==> src/rtl/fan_speed_sequencer.sv <==
// fan_speed_sequencer: turns a single "set speed" request into the one-step
// up/down/update pulse protocol of fan_controller, confirming every step
// against the speed feedback, retrying steps that do not move and flagging
// a stuck fan through a sticky err.
// Optional feature macro: FAN_SEQ_STOP_SHORTCUT_EN -- when defined, a stop
// request from speed 2 or 3 uses the fan's both-lines-high stop in a single
// step instead of walking down one speed at a time.
module fan_speed_sequencer #(
  parameter int SETTLE_CYCLES = 2,
  parameter int MAX_RETRY     = 3
) (
  input  logic       clk,
  input  logic       reset,
  input  logic       req_valid,
  input  logic [1:0] req_speed,
  output logic       req_ready,
  input  logic [1:0] fan_speed,
  output logic       fan_up,
  output logic       fan_down,
  output logic       fan_update,
  output logic       busy,
  output logic       done,
  output logic       err
);

  localparam logic [3:0] SETTLE_LOAD = 4'(SETTLE_CYCLES);
  localparam logic [3:0] RETRY_LIMIT = 4'(MAX_RETRY);

  typedef enum logic [2:0] {
    S_IDLE,
    S_SETUP,
    S_PULSE,
    S_SETTLE,
    S_DONE
  } state_t;

  state_t     state_reg, state_next;
  logic [1:0] target_reg;
  logic [1:0] expected_reg;
  logic       up_reg, down_reg;
  logic [3:0] settle_reg;
  logic [3:0] retry_reg;
  logic       err_reg;

  logic       up_calc, down_calc;
  logic [1:0] expected_calc;
  logic       settle_last;
  logic [3:0] retry_inc;

  assign settle_last = (settle_reg == 4'd1);
  assign retry_inc   = retry_reg + 4'd1;

  // Step direction and expected landing speed, derived from live feedback in SETUP
  always_comb begin
    up_calc       = 1'b0;
    down_calc     = 1'b0;
    expected_calc = fan_speed;
`ifdef FAN_SEQ_STOP_SHORTCUT_EN
    if (target_reg == 2'd0 && fan_speed >= 2'd2) begin
      up_calc       = 1'b1;
      down_calc     = 1'b1;
      expected_calc = 2'd0;
    end else
`endif
    if (target_reg > fan_speed) begin
      up_calc       = 1'b1;
      expected_calc = fan_speed + 2'd1;
    end else if (target_reg < fan_speed) begin
      down_calc     = 1'b1;
      expected_calc = fan_speed - 2'd1;
    end
  end

  // State register
  always_ff @(posedge clk) begin
    if (reset) state_reg <= S_IDLE;
    else       state_reg <= state_next;
  end

  // Next-state logic: accept, step sequencing and settle-time verdict
  always_comb begin
    state_next = state_reg;
    case (state_reg)
      S_IDLE: begin
        if (req_valid) state_next = (req_speed == fan_speed) ? S_DONE : S_SETUP;
      end
      S_SETUP: state_next = S_PULSE;
      S_PULSE: state_next = S_SETTLE;
      S_SETTLE: begin
        if (settle_last) begin
          if (fan_speed == target_reg)        state_next = S_DONE;
          else if (fan_speed == expected_reg) state_next = S_SETUP;
          else if (retry_inc > RETRY_LIMIT)   state_next = S_DONE;
          else                                state_next = S_SETUP;
        end
      end
      S_DONE:  state_next = S_IDLE;
      default: state_next = S_IDLE;
    endcase
  end

  // Request latch, direction hold, settle/retry counters and sticky error
  always_ff @(posedge clk) begin
    if (reset) begin
      target_reg   <= 2'd0;
      expected_reg <= 2'd0;
      up_reg       <= 1'b0;
      down_reg     <= 1'b0;
      settle_reg   <= 4'd0;
      retry_reg    <= 4'd0;
      err_reg      <= 1'b0;
    end else begin
      case (state_reg)
        S_IDLE: begin
          if (req_valid) begin
            target_reg <= req_speed;
            retry_reg  <= 4'd0;
            err_reg    <= 1'b0;
          end
        end
        S_SETUP: begin
          up_reg       <= up_calc;
          down_reg     <= down_calc;
          expected_reg <= expected_calc;
        end
        S_PULSE: settle_reg <= SETTLE_LOAD;
        S_SETTLE: begin
          settle_reg <= settle_reg - 4'd1;
          if (settle_last && fan_speed != target_reg) begin
            if (fan_speed == expected_reg) begin
              retry_reg <= 4'd0;
            end else begin
              retry_reg <= retry_inc;
              if (retry_inc > RETRY_LIMIT) err_reg <= 1'b1;
            end
          end
        end
        S_DONE: begin
          up_reg   <= 1'b0;
          down_reg <= 1'b0;
        end
        default: ;
      endcase
    end
  end

  // Moore outputs; SETUP drives the freshly computed direction, later phases hold it
  always_comb begin
    req_ready  = (state_reg == S_IDLE);
    busy       = (state_reg != S_IDLE);
    done       = (state_reg == S_DONE);
    err        = err_reg;
    fan_up     = 1'b0;
    fan_down   = 1'b0;
    fan_update = (state_reg == S_PULSE);
    case (state_reg)
      S_SETUP: begin
        fan_up   = up_calc;
        fan_down = down_calc;
      end
      S_PULSE, S_SETTLE: begin
        fan_up   = up_reg;
        fan_down = down_reg;
      end
      default: ;
    endcase
  end

endmodule

==> config.mk <==
export PLATFORM = sky130hd
export DESIGN_NAME = fan_speed_sequencer
export DESIGN_NICKNAME = d
export VERILOG_FILES = /design/src/rtl/fan_speed_sequencer.sv
export SDC_FILE = /design/constraint.sdc
export NUM_CORES = 1
export LEC_CHECK = 0
export CAP_MARGIN = 20
export CORE_MARGIN = 5
export CORE_UTILIZATION = 33
export CTS_BUF_LIST = sky130_fd_sc_hd__clkbuf_16
export DETAILED_ROUTE_END_ITERATION = 8
export GPL_ROUTABILITY_DRIVEN = 0
export MAX_ROUTING_LAYER = met4
export SLEW_MARGIN = 20
export SYNTH_ARGS = -nofsm -noshare
export SYNTH_HDL_FRONTEND = slang
export SYNTH_SLANG_ARGS = --single-unit
==> constraint.sdc <==
create_clock -name clk -period 1.7 [get_ports clk]
set_input_delay 0.34 -clock clk [delete_from_list [all_inputs] [get_ports clk]]
set_output_delay 0.34 -clock clk [all_outputs]
set_load 0.05 [all_outputs]
==> flow_summary_export.csv <==
group,metric,value,unit
cells_and_area,fillCellCount,300,
cells_and_area,fin_nets,181,
routing,drcViolationCount,0,
synthesis,ys_seq_area_share,33.03,%
global_routing,grt_pass1_wl,4.602,mm
cells_and_area,final-seq-area,369.1,sq um
routing,avgRoutedWirePerCell,13.37,um
sta,fmax,567.1,MHz
cts,cts.sinks,18,
cts,cts_hold_buf,0,
routing,wirelength,2.822,mm
synthesis,synth_area,0.001091,sq mm
outcome,violations,"negative setup slack",
synthesis,netlist.area_leader.share,33.03,%
sta,period_needed,1763,ps
cells_and_area,drive_gt1_share,38.32,%
global_routing,gr-total-overflow,0,
worst_setup_path,cp.arrival,1420,ps
sta,slew_violations,0,
synthesis,synth_common_cells,"dfxtp_1, nor2_1, a21oi_1",
global_routing,antenna_found_initial,0,
routing,drtIter0Drc,19,
power,p_comb_share,43.6,%
synthesis,synth_cell_type_count,43,
global_routing,grt_use_total,13.95,%
flow_run,max_cap_violations,0,
synthesis,yosysMostFrequentCell,"dfxtp_1",
outcome,status,"complete, but fails checks",
sta,timing.final.ws_setup,-63.32,ps
die,die_width,67.50,um
synthesis,synthTopCellsByArea,"dfxtp_1, a21oi_1, ha_1",
synthesis,postSynthAreaPerCell,8.082,sq um
synthesis,ys_warn_count,0,
synthesis,async_reset_ff_share,0,%
die,dieHeight,67.50,um
power,p_seq_share,30.2,%
routing,ant_nets,0,
synthesis,yosysTopAreaCell,"dfxtp_1",
die,start_util,35.16,%
sta,tightest_slew,300.8,ps
cts,clk-insertion-delay-late,250,ps
min_path,hp-class,"reg -> reg",
sta,setup-violations-final,2,
worst_setup_path,setup.worst_path.end_class,"output port",
place,dp_hpwl,2.034,mm
worst_setup_path,slowest_delay,330,ps
cts,clk_pin_slew_worst_paths,50,ps
sta,setup_tns,-72.95,ps
cts,cts_buffers,3,
cts,htreeDepth,1,
cells_and_area,diodes,0,
sta,hold_violations,0,
cts,root_buffer,"clkbuf_16",
power,power_leakage,0.6378,nW
cts,cts_tree,"built",
power,power_density,1078,mW/mm^2
cells_and_area,post-route-util,52.90,%
worst_setup_path,critPathMaxFanout,3,
power,sw_frac_of_total,34.33,%
power,intPower,1.162,mW
synthesis,synth-edff-count,0,
power,ir_worst_vdd,0.0005388,V
sta,rsz0062_at_grt,"yes",
worst_setup_path,worstSetupPathType,"reg -> out",
place,numPortBuffers,13,
worst_setup_path,crit_chain,"inv_2 > ha_4 > and2_4 > nor2_4 > a22oi_2 > nor2_2 > buf_6",
sta,finalClockSkew,3.096,ps
cts,clockBufferDepth,2,
die,rows,20,
power,switching_power,0.6074,mW
synthesis,synth_fp_nets,147,
cells_and_area,syn_to_final_growth,50.46,%
global_routing,grt_pass1_vias,1092,
die,die_area,0.004556,sq mm
synthesis,yosys_register_bits,18,
synthesis,synth-main-ff-cell,"dfxtp_1",
die,pin_count,14,
sta,relSlewSlack,79.68,%
routing,via_per_inst,5.038,
global_routing,grt_max_degree,22,
worst_setup_path,startpoint_type,"flop",
worst_setup_path,required,1360,ps
sta,fin_crit_sh,103.7,%
routing,drt_first_pass_iters,4,
worst_setup_path,slowest_stage,"dfxtp_2",
synthesis,postSynthCellCount,135,
power,clockPowerShare,26.2,%
cells_and_area,multi_input_area,769.5,sq um
sta,whs,468.6,ps
die,core-area,0.003103,sq mm
routing,vias,1063,
## final cells by class
cell class	count	share of cell area [%]
flip-flops and latches	18	22.48
inverters	9	2.058
repair buffers	35	20.66
well taps	44	3.354
multi-input cells	102	46.88
clock buffers	3	4.573
## layer usage
metal  track usage (%)  share of wire [%]
met1             15.43                 44
met2             23.45                 51
met3             2.496                2.4
met4             7.848                2.5
met5                 -                  0
## path summary, 6_finish.rpt
check | slack [ps] | startpoint | cells past startpoint | endpoint
max | -60 | target_reg[0] | 7 | fan_up
min | 470 | expected_reg[0] | 2 | expected_reg[0]
max reg2reg | 50 | target_reg[1] | 8 | expected_reg[1]
min reg2reg | 470 | expected_reg[0] | 2 | expected_reg[0]
## logic make-up (layout without fill, tap and decap cells)
family          count (synthesis)  in the layout  synth area share (%)
simple gates                   50             50                 24.08
compound gates                 37             37                 22.48
flops                          18             18                 33.03
buf+inv                        15             47                 6.077
xor+xnor                        6              6                 4.817
fa+ha+maj                       5              5                 5.734
mux                             4              4                 3.784
## layout by cell type (no fill, tap or decap), types with 4 or more instances in the layout
| master | netlist | layout |
|---|---|---|
| inv_2 | 1 | 4 |
| nand2_1 | 11 | 11 |
| a21oi_1 | 14 | 11 |
| nand3_1 | 4 | 4 |
| dfxtp_1 | 18 | 13 |
| o21ai_0 | 5 | 5 |
| clkdlybuf4s50_1 | 0 | 4 |
| buf_12 | 0 | 5 |
| nor2_1 | 15 | 11 |
| inv_1 | 8 | 5 |
| dfxtp_2 | 0 | 4 |
| buf_4 | 0 | 23 |
| o32ai_1 | 4 | 4 |
## power by group through the flow
stage          Clock, mW  Combinational, mW  Sequential [mW]
6_report           0.463              0.772            0.535
3_5_place_dp           0              0.691            0.530
2_1_floorplan          0              0.416            0.503
4_1_cts            0.476              0.731            0.527
3_3_place_gp           0              0.678            0.528
5_1_grt            0.502              0.827            0.540
## through the flow
stage | power, mW | setup slack [ps] | instances | instance area (sq um)
final | 1.769 | -63.32 | 211 | 1642
after global routing | 1.870 | -120.8 | 211 | 1642
after CTS | 1.733 | -117.8 | 209 | 1587
after detailed placement | 1.221 | -662.0 | 204 | 1453
after global placement | 1.207 | -576.4 | 204 | 1453
after floorplan | 0.9185 | -93.52 | 135 | 1120
## repair_timing
item	4_1_cts	5_1_grt
buffers inserted	2	2
pin swaps	6	7
endpoints found under the setup margin	10	8
resized for setup	17	12
## critical path: cells and delay by family, from the launching register on
family          cells  cell delay [ps]
simple gates        3              240
fa+ha+maj           1              260
buf+inv             2              190
flops               1              330
compound gates      1              150
Note: power is estimated with default switching activity, not from simulation.
